**src/rtl/gbc_mem_pkg.sv**
```systemverilog
// Shared constants for the GBC memory system: requester IDs and BRAM port widths.
package gbc_mem_pkg;

  localparam logic REQ_A = 1'b0;
  localparam logic REQ_B = 1'b1;

  localparam int unsigned BRAM_DATA_W = 8;
  localparam int unsigned BRAM_ADDR_W = 16;

  localparam logic [BRAM_ADDR_W-1:0] DEFAULT_OFFSET_MASK = 16'h00FF;

endpackage

```
**src/rtl/gbc_bram_arbiter_rr_arb2.sv**
```systemverilog
// rr_arb2: two-way round-robin grant generator with last-grant register.
// prio_b_i forces B to win a tie regardless of the last grant.
module rr_arb2
  import gbc_mem_pkg::*;
(
  input  logic clk_i,
  input  logic reset_i,
  input  logic req_a_i,
  input  logic req_b_i,
  input  logic prio_b_i,
  output logic gnt_a_o,
  output logic gnt_b_o
);

  logic last_gnt_q, last_gnt_d;

  always_comb begin
    gnt_a_o    = 1'b0;
    gnt_b_o    = 1'b0;
    last_gnt_d = last_gnt_q;
    if (!reset_i) begin
      if (req_a_i && req_b_i) begin
        if (prio_b_i || (last_gnt_q == REQ_A)) gnt_b_o = 1'b1;
        else                                   gnt_a_o = 1'b1;
      end else begin
        gnt_a_o = req_a_i;
        gnt_b_o = req_b_i;
      end
    end
    if (gnt_a_o)      last_gnt_d = REQ_A;
    else if (gnt_b_o) last_gnt_d = REQ_B;
  end

  // Reset to B so that A wins the first tie.
  always_ff @(posedge clk_i) begin
    if (reset_i) last_gnt_q <= REQ_B;
    else         last_gnt_q <= last_gnt_d;
  end

endmodule

```
**src/rtl/gbc_bram_arbiter.sv**
```systemverilog
// Two-requester arbiter for one single-port BRAM with tagged read-data return.
// Optional B burst lock with starvation limit: define GBC_BRAM_ARB_LOCK_EN.
module gbc_bram_arbiter
  import gbc_mem_pkg::*;
#(
  parameter logic [BRAM_ADDR_W-1:0] P_OFFSET_MASK = DEFAULT_OFFSET_MASK,
  parameter int unsigned            P_MAX_BURST   = 4
) (
  input  logic                   I_CLK,
  input  logic                   I_RESET,
  input  logic                   I_A_REQ,
  input  logic                   I_A_WE,
  input  logic [BRAM_ADDR_W-1:0] I_A_ADDR,
  input  logic [BRAM_DATA_W-1:0] I_A_WDATA,
  output logic                   O_A_GNT,
  output logic                   O_A_RVALID,
  output logic [BRAM_DATA_W-1:0] O_A_RDATA,
  input  logic                   I_B_REQ,
  input  logic                   I_B_WE,
  input  logic [BRAM_ADDR_W-1:0] I_B_ADDR,
  input  logic [BRAM_DATA_W-1:0] I_B_WDATA,
  output logic                   O_B_GNT,
  output logic                   O_B_RVALID,
  output logic [BRAM_DATA_W-1:0] O_B_RDATA,
`ifdef GBC_BRAM_ARB_LOCK_EN
  input  logic                   I_B_LOCK,
`endif
  output logic                   O_BRAM_EN,
  output logic                   O_BRAM_WE,
  output logic [BRAM_ADDR_W-1:0] O_BRAM_ADDR,
  output logic [BRAM_DATA_W-1:0] O_BRAM_DIN,
  input  logic [BRAM_DATA_W-1:0] I_BRAM_DOUT
);

  logic       a_gnt, b_gnt;
  logic       prio_b;
  logic [1:0] rd_tag_q, rd_tag_d;

`ifdef GBC_BRAM_ARB_LOCK_EN
  logic       lock_q, lock_d;
  logic [3:0] burst_cnt_q, burst_cnt_d;

  // Lock holds B's tie priority only until the burst budget is spent.
  assign prio_b = lock_q && (burst_cnt_q < 4'(P_MAX_BURST));

  always_comb begin
    lock_d      = lock_q;
    burst_cnt_d = burst_cnt_q;
    if (a_gnt) begin
      lock_d      = 1'b0;
      burst_cnt_d = 4'd0;
    end else if (b_gnt) begin
      if (!I_B_LOCK) begin
        lock_d      = 1'b0;
        burst_cnt_d = 4'd0;
      end else begin
        lock_d = 1'b1;
        if (I_A_REQ && (burst_cnt_q < 4'(P_MAX_BURST)))
          burst_cnt_d = burst_cnt_q + 4'd1;
      end
    end
  end

  always_ff @(posedge I_CLK) begin
    if (I_RESET) begin
      lock_q      <= 1'b0;
      burst_cnt_q <= 4'd0;
    end else begin
      lock_q      <= lock_d;
      burst_cnt_q <= burst_cnt_d;
    end
  end
`else
  assign prio_b = 1'b0;
`endif

  rr_arb2 u_rr_arb2 (
    .clk_i    (I_CLK),
    .reset_i  (I_RESET),
    .req_a_i  (I_A_REQ),
    .req_b_i  (I_B_REQ),
    .prio_b_i (prio_b),
    .gnt_a_o  (a_gnt),
    .gnt_b_o  (b_gnt)
  );

  assign O_A_GNT = a_gnt;
  assign O_B_GNT = b_gnt;

  always_comb begin
    O_BRAM_EN   = 1'b0;
    O_BRAM_WE   = 1'b0;
    O_BRAM_ADDR = '0;
    O_BRAM_DIN  = '0;
    if (a_gnt) begin
      O_BRAM_EN   = 1'b1;
      O_BRAM_WE   = I_A_WE;
      O_BRAM_ADDR = I_A_ADDR & P_OFFSET_MASK;
      O_BRAM_DIN  = I_A_WDATA;
    end else if (b_gnt) begin
      O_BRAM_EN   = 1'b1;
      O_BRAM_WE   = I_B_WE;
      O_BRAM_ADDR = I_B_ADDR & P_OFFSET_MASK;
      O_BRAM_DIN  = I_B_WDATA;
    end
  end

  assign rd_tag_d = {b_gnt & ~I_B_WE, a_gnt & ~I_A_WE};

  always_ff @(posedge I_CLK) begin
    if (I_RESET) rd_tag_q <= 2'b00;
    else         rd_tag_q <= rd_tag_d;
  end

  // Masking with I_RESET kills a read return that lands in a reset cycle.
  assign O_A_RVALID = rd_tag_q[0] & ~I_RESET;
  assign O_B_RVALID = rd_tag_q[1] & ~I_RESET;
  assign O_A_RDATA  = O_A_RVALID ? I_BRAM_DOUT : '0;
  assign O_B_RDATA  = O_B_RVALID ? I_BRAM_DOUT : '0;

endmodule
```
**config.mk**
```make
export PLATFORM = sky130hd
export DESIGN_NAME = gbc_bram_arbiter
export DESIGN_NICKNAME = d
export VERILOG_FILES = /design/src/rtl/gbc_mem_pkg.sv /design/src/rtl/gbc_bram_arbiter_rr_arb2.sv /design/src/rtl/gbc_bram_arbiter.sv
export SDC_FILE = /design/constraint.sdc
export NUM_CORES = 1
export LEC_CHECK = 0
export ABC_AREA = 1
export BUFFER_PORTS_ARGS = -buffer_cell sky130_fd_sc_hd__buf_4
export CORE_MARGIN = 2
export CORE_UTILIZATION = 24
export DETAILED_ROUTE_END_ITERATION = 12
export HOLD_SLACK_MARGIN = 0.1
export PLACE_DENSITY = 0.8
export SYNTH_ARGS = -nofsm -noshare
export SYNTH_HDL_FRONTEND = slang
export SYNTH_SLANG_ARGS = --single-unit
```
**constraint.sdc**
```tcl
create_clock -name I_CLK -period 0.84 [get_ports I_CLK]
set_input_delay 0.126 -clock I_CLK [delete_from_list [all_inputs] [get_ports I_CLK]]
set_output_delay 0.126 -clock I_CLK [all_outputs]
set_load 0.01 [all_outputs]
```
==> results of run 1 <==
## registers in the layout, indices dropped and copies added, names as in the netlist
signal / count
u_rr_arb2.last_gnt_q: 1
rd_tag_q: 2
## metal layers
metal / track usage, % / vias up / wire length [um] / part of all wire (%)
met5: 0 / - / 0 / 0
met4: 6.10 / 0 / 37 / 1.2
met3: 3.49 / 4 / 238 / 7.7
met2: 33.3 / 51 / 1690 / 55
met1: 19.8 / 516 / 1140 / 37
li1: - / 564 / - / -
## logic make-up after synthesis
logic type,count (synthesis),share of synthesized area [%]
other,1,0.599
AND/OR/NAND/NOR,82,63.4
buffers and inverters,30,26.4
flip-flops,3,9.60
## area by class of cell
type	instances	area (um^2)	share of cell area, %
Timing Repair Buffer	100	866	51.2
Multi-Input combinational cell	92	634	37.5
Sequential cell	3	68.8	4.07
Inverter	15	58.8	3.48
Tap cell	30	37.5	2.22
Clock buffer	4	26.3	1.55
## power by group
part	switching (W)	internal [W]
clock	0.0000730	0.000178
combinational	0.000345	0.000395
sequential	0.0000156	0.000149
## layout by cell type (no fill, tap or decap)
| master | netlist | layout |
|---|---|---|
| nand3_4 | 0 | 1 |
| nand4_1 | 17 | 17 |
| nor3_1 | 1 | 1 |
| nand3_2 | 0 | 1 |
| dfxtp_4 | 0 | 2 |
| nand2_4 | 1 | 2 |
| buf_4 | 11 | 71 |
| nand2_8 | 0 | 4 |
| buf_12 | 0 | 1 |
| nand3_1 | 18 | 16 |
| clkbuf_1 | 0 | 1 |
| nor2_2 | 0 | 7 |
| dlygate4sd3_1 | 0 | 2 |
| nor2_1 | 21 | 4 |
| buf_6 | 1 | 26 |
| conb_1 | 1 | 8 |
| nand2_1 | 20 | 10 |
| dfxtp_2 | 0 | 1 |
| inv_2 | 2 | 5 |
| nand2_2 | 3 | 10 |
| inv_1 | 13 | 9 |
| inv_4 | 0 | 1 |
| nor2_4 | 1 | 11 |
| clkbuf_4 | 0 | 3 |
## worst max-delay path, cell delays in order (launching register included)
cell and delay [ps]:
dfxtp_2 360, nand2_4 80, buf_4 160, nand4_1 70
nand2_1 60, buf_4 140
## cell usage after synthesis, drive strengths merged
cell type   n  area [um^2]
nor3        1         5.00
dfxtp       3         60.1
buf        15          109
nand4      17          106
inv        15         56.3
nand2      24          105
nor2       22         90.1
nand3      18         90.1
conb        1         3.75
## worst max-delay path by stage
stage / slack, ps / end / startpoint
after floorplan: -50 / O_BRAM_ADDR[1] / u_rr_arb2.last_gnt_q
after global placement: -150 / O_BRAM_DIN[3] / u_rr_arb2.last_gnt_q
after detailed placement: -160 / O_BRAM_ADDR[0] / u_rr_arb2.last_gnt_q
after CTS: -380 / O_BRAM_ADDR[7] / u_rr_arb2.last_gnt_q
after global routing: -420 / O_BRAM_EN / u_rr_arb2.last_gnt_q
final: -380 / O_BRAM_ADDR[7] / u_rr_arb2.last_gnt_q
## per-stage QoR
stage	util [%]	total power (W)	hold WS, ps	cells
3_3_place_gp	54.3	0.000757	297	234
4_1_cts	62.0	0.00112	158	244
2_1_floorplan	-	0.000443	198	123
6_report	68.3	0.00116	196	244
3_5_place_dp	54.3	0.000764	298	234
5_1_grt	68.3	0.00124	201	244
## what timing repair did
item / in CTS / in global routing
endpoints found under the setup margin: 39 / 41
hold buffers: 2 / 0
pin swaps: 5 / 5
resized for setup: 33 / 40
cloned: 3 / 0
setup buffers: 1 / 0
hold endpoints to repair: 2 / 0
==> results.cfg, run 1 <==
[status]
outcome = finished, violations left
violations = negative setup slack

[cts]
clockRootBuffer = clkbuf_4
cts_tree = built
numCtsBuffers = 3
cts-htree-levels = 1
clk_pin_slew_ps = 30
clk_latency_ps = 230
clkSinkCount = 3
clk_path_buf_depth = 2

[global_route]
grt_overflow = 0
grt_use_total_pct = 17.8
antenna_found_initial = 0
grt_max_degree = 19
grt_pass1_vias = 866
grt_first_pass_wirelength_um = 3840

[synth]
ys_ff_latch = 3
syn-instance-count = 116
synth-seq-area-share_pct = 9.60
yosysWarnings = 0
synth_area_um2 = 626
synth_cell_types = 15
syn-mean-instance-area_um2 = 5.39

[min_path]
hold_start = I_RESET
min_to = u_rr_arb2.last_gnt_q
hold_class = input pin to flop
hold_depth = 3

[timing]
period_needed_ps = 1220
finClkSkew_ps = 3.61
max_clock_freq_ghz = 0.820
setup_tns_ps = -10600
period_share_pct = 145
slew_viol_final = 0
setup_viol = 40
setup_slack_ps = -380
hold_violations = 0
rsz0062_at_grt = true

[finish]
syn2layout_area_growth_pct = 170
n_antenna_cell = 0
nFillCells = 202
stdcell_area_um2 = 1690
fin_nets = 277
drive_gt1_share_pct = 68.2

[setup_path]
cp-end-kind = output pin
reg2reg_depth = 5
reg2reg_slack_ps = -80
worstSetupPathType = flop to output pin
cp_data_required_time_ps = 710
reg2reg_to = rd_tag_q[0]
cp.arrival_ps = 1090
critPathMaxFanout = 5
reg2reg_from = u_rr_arb2.last_gnt_q
startpoint_type = flop

[floorplanning]
initial_core_util_pct = 25.3
coreArea_um2 = 2480
rows = 18
ios = 108
dieArea_um2 = 3030
fp.dieW_um = 55.1
fp.dieH_um = 55.1

[placement]
pre_cts_ws_ps = -165
dp_hpwl_um = 2010
port_buffers = 83
placed_area_um2 = 1350
gp_congestion = 0.691

[route]
drc = 0
avgRoutedWirePerCell_um = 12.7
firstDrtPassIters = 5
dr.first_iter.drc_count = 23
routed-via-count = 1135
viasPerCell = 4.65
routed_wl_um = 3100
postRouteAntennaNets = 0

[power_and_ir_drop]
ir_drop_mv = 0.864
leakage_nw = 0.895
cellPowerDensity_nw_per_um2 = 683

[flow_run]
cap_violations = 0
No activity file was read; power rests on OpenSTA's default activity.
==> inputs of run 2 (changes only) <==
--- a/config.mk
+++ b/config.mk
@@ -5,13 +5,12 @@
 export SDC_FILE = /design/constraint.sdc
 export NUM_CORES = 1
 export LEC_CHECK = 0
-export ABC_AREA = 1
 export BUFFER_PORTS_ARGS = -buffer_cell sky130_fd_sc_hd__buf_4
 export CORE_MARGIN = 2
-export CORE_UTILIZATION = 24
+export CORE_UTILIZATION = 23
 export DETAILED_ROUTE_END_ITERATION = 12
 export HOLD_SLACK_MARGIN = 0.1
-export PLACE_DENSITY = 0.8
+export PLACE_DENSITY = 0.79
 export SYNTH_ARGS = -nofsm -noshare
 export SYNTH_HDL_FRONTEND = slang
 export SYNTH_SLANG_ARGS = --single-unit
==> run 2 against run 1 <==
Compared with the run above:
- the flow still finishes with violations (negative setup slack)
- synthesized cell count shrank 26%
- clock skew grew 1.7 ps
- clock power grew 2%
- hold slack gained 91 ps
- setup slack lost 140 ps
- sequential power shrank 2%
- fmax shrank 11%
- count of clock-buffer cells in the layout is the same
- first-iteration DRC count shrank 26%
- global-route usage grew 1.6 points
==> results.cfg, run 2 <==
[finish]
mostFrequentLayoutCells = buf_4, buf_6, nor2_1
n_antenna_cell = 0
syn2layout_area_growth_pct = 155
stdcell_area_um2 = 1510
fin_nets = 242
drive_gt1_share_pct = 70.9
regMostFlops = rd_tag_q
finalNonFillerCells = 209
postLayoutCoreUtil_pct = 61.4
final_common_cell = buf_4
largest_reg_flops = 2
nFillCells = 199
top_regs = rd_tag_q x2, u_rr_arb2.last_gnt_q x1

[placement]
post-place-cells = 197
placed_area_um2 = 1280
pre_cts_ws_ps = -388
gp_congestion = 0.663
dp_hpwl_um = 2040
port_buffers = 83

[route]
dr.first_iter.drc_count = 17
routed_wl_um = 3200
viasPerCell = 4.87
routed-via-count = 1017
postRouteAntennaNets = 0
firstDrtPassIters = 4
avgRoutedWirePerCell_um = 15.3
drc = 0

[floorplanning]
rows = 18
initial_core_util_pct = 24.1
dieArea_um2 = 2990
fp.dieH_um = 54.7
coreArea_um2 = 2450
ios = 108
fp.dieW_um = 54.7

[synth]
synth_area_um2 = 592
synthTopCellsByCount = nor2_1, a32oi_1, and2_1
ys.flop_type = dfxtp_1
netlist_top_cells_area = a32oi_1, and2_1, nor2_1, buf_4, dfxtp_1
yosys.area.top_type_share_pct = 25.2
synth-edff-count = 0
synthMostInstantiatedCell = nor2_1
yosysTopAreaCell = a32oi_1
syn-mean-instance-area_um2 = 6.88
synthArstFlopShare_pct = 0
syn-instance-count = 86
synth_cell_types = 17
ys_ff_latch = 3
yosysWarnings = 0
synth-seq-area-share_pct = 10.1

[cts]
clk_latency_ps = 240
numCtsBuffers = 3
clockRootBuffer = clkbuf_4
cts-htree-levels = 1
clk_path_buf_depth = 2
cts_tree = built
clkSinkCount = 3
clk_pin_slew_ps = 40

[setup_path]
cp_cell_sequence = a21boi_4, buf_12, a32oi_1, nor2_1, buf_4
critPathMaxFanout = 17
worstSetupPathType = flop to output pin
critPathBufInv = 2
cp_top_family = flip-flops
cp_data_required_time_ps = 710
cp.arrival_ps = 1240
cp_slowest_stage_delay_ps = 360
slowest_stage = dfxtp_4
cp-end-kind = output pin
startpoint_type = flop

[min_path]
hold_class = input pin to flop

[flow_run]
cap_violations = 0

[status]
violations = negative setup slack
outcome = finished, violations left

[timing]
period_share_pct = 162
slew_viol_final = 0
finClkSkew_ps = 5.32
max_clock_freq_ghz = 0.733
period_needed_ps = 1360
setup_viol = 38
setup_tns_ps = -14190
setup_slack_ps = -524
rsz0062_at_grt = true
hold_violations = 0

[global_route]
grt_use_total_pct = 19.4
grt_max_degree = 18
met3_usage_pct = 5.74
grt_overflow = 0
grt_first_pass_wirelength_um = 4150
use_met1_pct = 19.5
use_met2_pct = 34.5
antenna_found_initial = 0
grt-busiest-layer = met2
grt_pass1_vias = 901

[power_and_ir_drop]
ir_drop_mv = 0.409
cellPowerDensity_nw_per_um2 = 699
leakage_nw = 0.760
==> run 2: cell types whose count changed in the layout (fill, tap and decap cells not counted), moves of 5 or more <==
cell / delta
nand4_1: -17
a32oi_1: +16
and2_4: +16
nand3_1: -16
nor2_1: +16
nor2_4: -11
nand2_2: -10
inv_1: -9
nand2_1: -7
nor2_2: -6
buf_6: -5
inv_2: -5
==> run 2: stage by stage <==
step                      hold WS, ps  total power, W
after global placement            299        0.000714
final                             286         0.00105
after global routing              293         0.00114
after floorplan                   195        0.000425
after detailed placement          300        0.000727
after CTS                         273         0.00104
==> run 2: cell families after synthesis <==
kind of cell    after synthesis  share of synthesized area [%]
compound gates               19                           29.2
buf+inv                      17                           21.1
flops                         3                           10.1
other cells                   1                          0.634
simple gates                 46                           38.9
==> run 2: timing repair <==
action | CTS | global route
setup endpoints to repair | 39 | 40
gates resized for setup | 29 | 6
buffers inserted | 1 | 1
gates cloned | 3 | 1
pin swaps | 15 | 8
hold endpoints to repair | 2 | 0
hold buffers | 2 | 0
==> run 2: cell type report <==
type / count / area, um^2 / area share (%)
clock buffer: 4 / 26.3 / 1.74
multi-input combinational: 77 / 561 / 37.2
sequential: 3 / 66.3 / 4.40
tap: 30 / 37.5 / 2.49
timing repair buffer: 95 / 817 / 54.2
==> run 2: report_power, final <==
group	total [W]	switching, W	leakage, nW	internal (W)
Combinational	0.000638	0.000272	0.719	0.000366
Clock	0.000257	0.0000788	0.0150	0.000178
Sequential	0.000160	0.00000889	0.0256	0.000151
Total	0.00105	0.000360	0.760	0.000695
==> run 2: worst paths after layout <==
kind                         from              endpoint  slack, ps  cells after the start
min reg2reg  u_rr_arb2.last_gnt_q  u_rr_arb2.last_gnt_q        560                      2
min                       I_B_REQ           rd_tag_q[1]        290                      4
max          u_rr_arb2.last_gnt_q        O_BRAM_ADDR[7]       -520                      5
max reg2reg  u_rr_arb2.last_gnt_q           rd_tag_q[0]       -120                      4
==> run 2: per-layer routing <==
layer	up-vias	share of wire (%)
met5	-	0
met4	0	3.3
met3	14	12
met2	80	48
met1	441	37
li1	482	-
==> run 2: worst reg2reg max path: cells and delay by family (launching register included) <==
kind                   cells  cell delay, ps
AND/OR/NAND/NOR            3             380
buffers and inverters      1             140
flip-flops                 1             370
